===== config.mk =====
export PLATFORM = sky130hd
export DESIGN_NAME = sync_fifo_rd_stream
export DESIGN_NICKNAME = d
export VERILOG_FILES = /design/src/rtl/sync_fifo_rd_stream.sv
export SDC_FILE = /design/constraint.sdc
export NUM_CORES = 1
export LEC_CHECK = 0
export ABC_AREA = 1
export BUFFER_PORTS_ARGS = -buffer_cell sky130_fd_sc_hd__buf_2
export CORE_MARGIN = 2
export CORE_UTILIZATION = 37
export CTS_CLUSTER_DIAMETER = 200
export DETAILED_ROUTE_END_ITERATION = 8
export SYNTH_ARGS = -nofsm -noshare
export SYNTH_HDL_FRONTEND = slang
export SYNTH_SLANG_ARGS = --single-unit
export TNS_END_PERCENT = 10

===== constraint.sdc =====
create_clock -name clk -period 2.62 [get_ports clk]
set_clock_uncertainty 0.2 [all_clocks]
set_input_delay 0.131 -clock clk [delete_from_list [all_inputs] [get_ports clk]]
set_output_delay 0.131 -clock clk [all_outputs]
set_load 0.1 [all_outputs]

===== src/rtl/sync_fifo_rd_stream.sv =====
// sync_fifo_rd_stream
//   Read-side consumer for a synchronous FIFO with registered data_out (one-cycle read latency).
//   Issues FIFO reads from the empty flag and re-times the returned words into a valid/ready
//   stream through a 2-entry buffer. Sustains one word per clock and never over-reads.
//
// Ports:
//   clk         system clock, rising edge
//   rst_n       asynchronous active-low reset
//   fifo_empty  FIFO empty flag
//   fifo_data   FIFO data_out, valid in the cycle after a granted read
//   fifo_rd_en  read request to FIFO (combinational)
//   m_valid     output word available
//   m_ready     downstream accepts word
//   m_data      output word (buffer head)
//   word_cnt    count of completed m_valid && m_ready handshakes (wraps)
//   busy        buffer non-empty or a read is in flight
module sync_fifo_rd_stream #(
   parameter int unsigned DATA_WIDTH = 8,
   parameter int unsigned CNT_WIDTH  = 16
) (
   input  logic                  clk,
   input  logic                  rst_n,
   input  logic                  fifo_empty,
   input  logic [DATA_WIDTH-1:0] fifo_data,
   output logic                  fifo_rd_en,
   output logic                  m_valid,
   input  logic                  m_ready,
   output logic [DATA_WIDTH-1:0] m_data,
   output logic [CNT_WIDTH-1:0]  word_cnt,
   output logic                  busy
);

   logic [DATA_WIDTH-1:0] buf0_q, buf0_d;
   logic [DATA_WIDTH-1:0] buf1_q, buf1_d;
   logic                  wr_ptr_q, wr_ptr_d;
   logic                  rd_ptr_q, rd_ptr_d;
   logic [1:0]            occ_q, occ_d;
   logic                  inflight_q, inflight_d;
   logic [CNT_WIDTH-1:0]  cnt_q, cnt_d;
   logic                  pop;
   logic [2:0]            occ_after;

   always_comb begin
      m_valid = (occ_q != 2'd0);
      m_data  = rd_ptr_q ? buf1_q : buf0_q;
      busy    = (occ_q != 2'd0) || inflight_q;
      pop     = m_valid && m_ready;

      // Occupancy after this edge. pop implies occ_q >= 1, so this never goes negative.
      occ_after = {1'b0, occ_q} + {2'b00, inflight_q} - {2'b00, pop};

      // rst_n gates the request so nothing is asked of the FIFO while held in reset.
      fifo_rd_en = rst_n && !fifo_empty && (occ_after < 3'd2);
      inflight_d = fifo_rd_en;

      buf0_d   = buf0_q;
      buf1_d   = buf1_q;
      wr_ptr_d = wr_ptr_q;
      if (inflight_q) begin
         if (wr_ptr_q) begin
            buf1_d = fifo_data;
         end else begin
            buf0_d = fifo_data;
         end
         wr_ptr_d = ~wr_ptr_q;
      end

      rd_ptr_d = pop ? ~rd_ptr_q : rd_ptr_q;
      cnt_d    = pop ? cnt_q + 1'b1 : cnt_q;
      occ_d    = occ_after[1:0];
   end

   assign word_cnt = cnt_q;

   always_ff @(posedge clk or negedge rst_n) begin
      if (!rst_n) begin
         buf0_q     <= '0;
         buf1_q     <= '0;
         wr_ptr_q   <= 1'b0;
         rd_ptr_q   <= 1'b0;
         occ_q      <= 2'd0;
         inflight_q <= 1'b0;
         cnt_q      <= '0;
      end else begin
         buf0_q     <= buf0_d;
         buf1_q     <= buf1_d;
         wr_ptr_q   <= wr_ptr_d;
         rd_ptr_q   <= rd_ptr_d;
         occ_q      <= occ_d;
         inflight_q <= inflight_d;
         cnt_q      <= cnt_d;
      end
   end

endmodule


* After elaboration in Yosys (flattened, before gate mapping)
Index checks and enable logic that the tools add are counted.
** Word-level totals
- Register bits :: 37
- Input port bits :: 12
- Output and inout port bits :: 27
- Word-level logic and storage cells :: 22
** Cells by class
- Add/subtract/negate cells :: 3
- Order comparisons :: 1
- Multiplexer cells :: 1
- Bitwise operators :: 2
- Reductions and logical operators :: 8
** Operators by type and width (number)
- adder 16 x 1 -> 16 bit (second input constant) :: 1
- 2-to-1 mux 8 bit :: 1
- AND reduction 2 bit :: 2
- adder 2 x 1 -> 3 bit :: 1
- logical AND 1 bit :: 3
- < comparator 3 x 2 -> 1 bit (second input constant) :: 1
- subtractor 3 x 1 -> 3 bit :: 1
- inverter 1 bit :: 2
- nonzero test 2 bit :: 1
- zero test 1 bit :: 1
- logical OR 1 bit :: 1

* Depth between registers and ports, before layout
Gate-level depths: netlist (run 1).
- Depth in word-level cells :: 5
- Mapped depth :: 8
- Gate-level depth less buffers :: 8

* Least setup slack after synthesis (run 1)
OpenSTA, ideal clock, no wires.
- Kind :: flip-flop to flip-flop
- Start :: reg occ_q[1]
- End :: reg inflight_q
- Setup time :: 0.445 ns
- Data arrival time :: 4.851 ns
- Required time :: 1.975 ns
- Slack :: -2.877 ns
- Cell stages (with the launch flop) :: 9
- Path buffers :: 0
- Period minus slack after synthesis :: 5.497 ns
- Cell sequence :: dfrtp_1 -> nor2_2 -> nor2_8 -> ha_1 -> inv_1 -> ha_1 -> fa_1 -> xnor2_1 -> nor4b_1
** On the way
- Longest elaborated chain between the ends :: 5
- Elaborated cells on any way between the ends :: 6
- Classes of those cells :: add/sub (2); order compare (1); reduce/logical (3)
** RTL lines
- start: declaration :: line 37 : logic [1:0] occ_q, occ_d;
- start signal: assignment :: line 81 : occ_q <= 2'd0;
- start signal: assignment :: line 89 : occ_q <= occ_d;
- nonzero test 2 bit :: line 44 : m_valid = (occ_q != 2'd0);
- logical AND 1 bit :: line 47 : pop = m_valid && m_ready;
- named net pop :: line 40 : logic pop;
- subtractor 3 x 1 -> 3 bit :: line 50 : occ_after = {1'b0, occ_q} + {2'b00, inflight_q} - {2'b00, pop};
- < comparator 3 x 2 -> 1 bit :: line 53 : fifo_rd_en = rst_n && !fifo_empty && (occ_after < 3'd2);
- logical AND 1 bit :: line 53
- named net fifo_rd_en :: line 25 : output logic fifo_rd_en,
- end signal: assignment :: line 90 : inflight_q <= inflight_d;
- end: declaration :: line 38 : logic inflight_q, inflight_d;
The timed path passes the listed nets, and every way through them passes these cells.
A chain may end at the register's enable or synchronous reset.

* Worst setup path after layout (run 1)
- Start :: reg occ_q[1]
- End :: out fifo_rd_en
** On the way
- Longest elaborated chain between the ends :: 5
- Elaborated cells on any way between the ends :: 6
- Classes of those cells :: add/sub (2); order compare (1); reduce/logical (3)
** RTL lines (line)
- nonzero test 2 bit :: 44
- logical AND 1 bit :: 47
- named net pop :: 40
- subtractor 3 x 1 -> 3 bit :: 50
- < comparator 3 x 2 -> 1 bit :: 53
- logical AND 1 bit :: 53
- end: declaration :: 25
The timed path passes the listed nets, and every way through them passes these cells.

==> summary.txt, run 1 <==
Logic synthesis
  – Synth Warn #: 0
  – Post-synth EDFFs: 0
  – Post-synth top area share: 0.517
  – Synth Instances: just over 200
  – Leading cell types by count after synthesis: nand2_1, dfrtp_1, inv_1
  – Synthesis-stage register bit count: 37
  – Synthesized area: 1790 um^2
  – Top-count cell post-synth: nand2_1
  – Synth top area cells: dfrtp_1, nand2_1, inv_1, o21ai_0, xor2_1
  – Seq/Total Area, Yosys: 0.517
  – Syn_nets: 222
  – Async set or reset register ratio after synthesis: 1.00
  – Avg Synthesized Cell Area: 8.69 um^2
  – Yosys top cell by area: dfrtp_1
  – Synth Flop Type: dfrtp_1
  – Cell variety after synth: 25

Outcome
  – Status: complete, but fails checks
  – Failing checks: setup timing

Finish
  – Nets: 280
  – Antenna Cells: 0
  – # fillers: between 400 and 500
  – Area delta synth->final: 31.2%
  – Share of layout cells above drive strength 1: 0.264

Worst setup path
  – CP Class: reg2out
  – Worst path bufs/invs: 2
  – Worst endpoint required time: roughly 2.3 ns
  – CP max stage cell: dfrtp_1
  – CP peak stage delay: 0.41 ns
  – Worst Path Arrival: around 2.4 ns
  – CP top delay family: adder cells
  – CP Launch Type: flop
  – CP most frequent cell: ha_4
  – CP Cell Sequence: nor2_4 > nor2_8 > ha_4 > inv_2 > ha_4 > fa_2 > xnor2_2 > nor4b_4 > buf_12
  – CP Capture Type: output port
  – Critical path peak fanout: 2

Global routing
  – Largest net degree at the start of global routing: 38
  – Initial antenna violation count: 0
  – Met2 Use GR: 0.255
  – Met1 Use GR: 0.194
  – Grt ovf: 0
  – First-pass GRT wire length: 6.29 mm
  – Overall routing resource usage: 0.155
  – Met3 Track Usage GR: 0.0302
  – Number of global-route vias before repair: 1385
  – GR peak layer: met2

Floorplanning
  – Die Y: 73.5 um
  – Die footprint: between 5000 and 6000 um^2
  – I/O pin total: 39
  – Initial Util: 0.381
  – FP Rows: 25
  – Core area: 4690 um^2
  – Die Span X: 73.5 um

Drt
  – DR WL/cell: ~11 um
  – DRT iter0 DRCs: just under 60
  – Wirelength, routed: 3.63 mm
  – Post-route DRC: 0
  – Vias per cell: 4.53
  – DR pass1 iterations: 4
  – ANT nets after route: 0
  – Vias: around 1400

STA
  – Setup violators final: 1
  – Final period utilization: 1.06
  – Unrepaired setup endpoints after global routing: yes
  – Worst-margin pin slew: roughly 0.50 ns
  – Max Clk Rate: 361 MHz
  – Fin. Hold Viols: 0
  – Min Tclk post-route: 2.77 ns
  – Slew HR: 0.666
  – Final Max Slew Viols: 0
  – Final worst-path setup slack: -0.150 ns

Job
  – Max-cap violations: 0

Clock network
  – CTS tree: yes
  – Root buffer cell: clkbuf_8
  – Depth of the CTS H-tree: 2
  – CTS Buf Count: 5
  – Clock Path Buffers: 2
  – Worst-Skew Late Latency: around 0.29 ns
  – Worst-path clk slew: about 0.07 ns
  – Clock Sink Count: 37

Placement
  – IO Port Bufs: 38
  – DP Worst Slack: ~0.076 ns
  – Post-DP HPWL: 2.50 mm
  – GPL Wtd Cong: around 0.80

Min path
  – Min-delay worst type: in2reg
## worst min-delay path, cell delays in order
cell and delay [ns]:
buf_2 0.09, o21ai_1 0.06, buf_4 0.16, nand2_1 0.06, nand2_1 0.04
## kinds of logic after synthesis
logic type | synth area share
compound gates | 0.0476
flops | 0.517
fa+ha+maj | 0.0322
buf+inv | 0.0727
xor+xnor | 0.0587
simple gates | 0.271
## sequential cells by signal, summed over array words and instances, names as in the netlist
name and flops:
word_cnt 16, buf0_q 8, buf1_q 8, inflight_q 1, occ_q 2, wr_ptr_q 1
rd_ptr_q 1
## routing by layer
layer / vias to the layer above / wire [um]
li1: 756 / -
met1: 651 / 1720
met2: 32 / 1680
met3: 6 / 160
met4: 0 / 68
met5: - / 0
## layout make-up
class / instances / area [um^2] / share of cell area
multi-input cells: 137 / 788 / 0.336
well taps: 54 / 67.6 / 0.0288
inverters: 28 / 105 / 0.0448
clock inverters: 1 / 5.00 / 0.00213
clock buffers: 7 / 96.3 / 0.0410
flip-flops and latches: 37 / 927 / 0.395
repair buffers: 55 / 358 / 0.152
## per-stage QoR
stage / utilization / hold WS, ns / cells / area [um^2] / TNS [ns]
2_1_floorplan: - / -0.365 / 206 / 1810 / -1.02
3_3_place_gp: 0.443 / 0.0482 / 297 / 2080 / 0
3_5_place_dp: 0.443 / 0.0456 / 297 / 2080 / 0
4_1_cts: 0.500 / 0.0952 / 319 / 2350 / -0.124
5_1_grt: 0.500 / 0.149 / 319 / 2350 / -0.213
6_report: 0.500 / 0.0979 / 319 / 2350 / -0.150
## cells in the final DEF, fill, tap and decap left out, drive strengths merged
master       instances
dfrtp               37
buf                 45
nand2               72
nand4                5
nor4b                1
inv                 27
or2                  1
nor2                13
ha                   3
nor3                 2
o21ai               17
xnor2                5
clkbuf               7
nand3               10
dlygate4sd3         10
clkinv               2
fa                   1
xor2                 7
## worst paths after layout
check | slack, ns | cells after the start | start | endpoint
worst max-delay path | -0.15 | 9 | occ_q[1]$_DFF_PN0_ | fifo_rd_en
worst min-delay path | 0.1 | 5 | m_ready | word_cnt[12]$_DFFE_PN0P_
worst max register to register | 0.38 | 8 | occ_q[1]$_DFF_PN0_ | inflight_q$_DFF_PN0_
worst min register to register | 0.29 | 2 | buf1_q[6]$_DFFE_PN0P_ | buf1_q[6]$_DFFE_PN0P_
max in group asynchronous | 1.60 | 3 | rst_n | occ_q[0]$_DFF_PN0_
min in group asynchronous | 0.25 | 3 | rst_n | buf1_q[0]$_DFFE_PN0P_
## what timing repair did
item | in CTS | in global routing
hold buffers | 10 | 0
endpoints found under the hold margin | 54 | 0
resized for setup | 7 | 0
pin swaps | 5 | 0
setup endpoints to repair | 1 | 1
setup buffers | 4 | 0
Power of run 1 is not shown: default switching activity piles up to over one toggle a cycle in this logic, so the estimate is an artifact.
==> run 2, diff against run 1 <==
--- a/config.mk
+++ b/config.mk
@@ -8,9 +8,11 @@
 export ABC_AREA = 1
 export BUFFER_PORTS_ARGS = -buffer_cell sky130_fd_sc_hd__buf_2
 export CORE_MARGIN = 2
-export CORE_UTILIZATION = 37
+export CORE_UTILIZATION = 50
 export CTS_CLUSTER_DIAMETER = 200
 export DETAILED_ROUTE_END_ITERATION = 8
+export PLACE_DENSITY = 0.74
+export SKIP_CTS_REPAIR_TIMING = 1
 export SYNTH_ARGS = -nofsm -noshare
 export SYNTH_HDL_FRONTEND = slang
 export SYNTH_SLANG_ARGS = --single-unit
==> run 2 against run 1 <==
Utilization grew 19 points. First-iteration DRC count grew 61%. Fmax shrank 2.7%. Flip-flop and latch count is the same. Count of clock-buffer cells in the layout shrank 2. The run still ends with setup timing left. Non-clock buffer count shrank 1. Register-to-register slack lost 0.02 ns.
==> summary.txt, run 2 (synthesized netlist as in run 1, its figures left out) <==
Min path
  – Min-delay worst type: in2reg
  – Worst Hold Endpoint: word_cnt[1]$_DFFE_PN0P_
  – Worst Hold Depth: 5
  – Hold path start: m_ready

Worst setup path
  – Cells on worst reg2reg path: 7
  – CP most frequent cell: ha_4
  – CP Launch Type: flop
  – CP Class: reg2out
  – Worst Path Arrival: 2.52 ns
  – Critical path peak fanout: 3
  – CP top delay family: adder cells
  – Worst R2R Setup Slack: 0.36 ns
  – CP peak stage delay: approximately 0.47 ns
  – Worst path bufs/invs: 2
  – CP max stage cell: fa_2
  – CP Cell Sequence: nor2_4 > nor2_8 > ha_4 > inv_2 > ha_4 > fa_2 > nor4b_4 > buf_12
  – Worst endpoint required time: 2.29 ns
  – CP Capture Type: output port
  – Worst R2R End: inflight_q$_DFF_PN0_
  – Worst r2r src: occ_q[1]$_DFF_PN0_

Clock network
  – Clock Sink Count: 37
  – Worst-path clk slew: ~0.11 ns
  – Root buffer cell: clkbuf_4
  – CTS tree: yes
  – CTS Buf Count: 5
  – Depth of the CTS H-tree: 2
  – Clock Path Buffers: 2
  – Worst-Skew Late Latency: 0.35 ns

Drt
  – ANT nets after route: 0
  – Post-route DRC: 0
  – DR pass1 iterations: 4
  – Wirelength, routed: 3.57 mm
  – Vias per cell: around 4.7
  – DR WL/cell: 11.5 um
  – Vias: 1470
  – DRT iter0 DRCs: between 90 and 100

Global routing
  – Largest net degree at the start of global routing: 38
  – First-pass GRT wire length: 6.07 mm
  – Initial antenna violation count: 0
  – Grt ovf: 0
  – Number of global-route vias before repair: 1394
  – Overall routing resource usage: 0.193

STA
  – Unrepaired setup endpoints after global routing: yes
  – Max Clk Rate: ~350 MHz
  – Fin. Hold Viols: 0
  – Setup TNS: -0.227 ns
  – Final worst-path setup slack: -0.227 ns
  – Min Tclk post-route: 2.85 ns
  – Slew HR: 0.659
  – Final Max Slew Viols: 0
  – Final period utilization: 1.09
  – Worst-margin pin slew: 0.512 ns
  – Setup violators final: 1

Floorplanning
  – I/O pin total: 39
  – Initial Util: 0.528
  – FP Rows: 21
  – Die Y: 63.8 um
  – Die Span X: 63.8 um
  – Core area: roughly 3400 um^2
  – Die footprint: 4070 um^2

Outcome
  – Failing checks: setup timing
  – Status: complete, but fails checks

Finish
  – Most common cell after layout, fill and taps aside: nand2_1
  – Max reg flops: 16
  – Most frequent cells in the layout: nand2_1, buf_2, dfrtp_1
  – Antenna Cells: 0
  – Util after Layout: 0.685
  – Area delta synth->final: 29.9%
  – Nets: roughly 280
  – Share of layout cells above drive strength 1: 0.258

Job
  – Max-cap violations: 0

Placement
  – IO Port Bufs: 38
  – DP Worst Slack: 0.0655 ns
  – GPL Wtd Cong: 0.805
  – Post-DP HPWL: 2.46 mm
run 2: stage by stage:
stage                     instance area [um^2]  hold slack [ns]  cells
after detailed placement                  2080           0.0559    290
after CTS                                 2180           -0.331    298
after floorplan                           1810           -0.365    206
final                                     2320           0.0295    310
after global placement                    2080           0.0587    290
after global routing                      2320           0.0677    310
run 2: worst min-delay path, delay by kind of cell:
kind / cells / cell delay [ns]
compound gates: 1 / 0.06
buf+inv: 2 / 0.25
simple gates: 2 / 0.11
run 2: worst max-delay path by stage:
stage	from	end	slack [ns]	depth (start not counted)
floorplan	occ_q[0]$_DFF_PN0_	inflight_q$_DFF_PN0_	-0.56	7
global placement	occ_q[0]$_DFF_PN0_	fifo_rd_en	0.1	8
detailed placement	occ_q[0]$_DFF_PN0_	fifo_rd_en	0.07	8
CTS	occ_q[0]$_DFF_PN0_	fifo_rd_en	-0.34	8
global route	occ_q[1]$_DFF_PN0_	fifo_rd_en	-0.32	8
finish	occ_q[1]$_DFF_PN0_	fifo_rd_en	-0.23	8
run 2: routing by layer:
layer / routed length [um] / vias to the layer above / global-route usage / share of wire
met5: 0 / - / 0 / 0
met4: 66 / 0 / 0.0815 / 0.019
met3: 216 / 5 / 0.0546 / 0.061
met2: 1610 / 36 / 0.303 / 0.45
met1: 1680 / 679 / 0.250 / 0.47
li1: - / 750 / - / -
run 2: final cells by class:
class                      instances  area, um^2
multi-input combinational        137         781
fill                             300        1070
tap                               46        57.6
sequential                        37         927
timing repair buffer              54         350
inverter                          28         105
clock inverter                     3        65.1
clock buffer                       5        37.5
Power of run 2 is left out for the same reason.
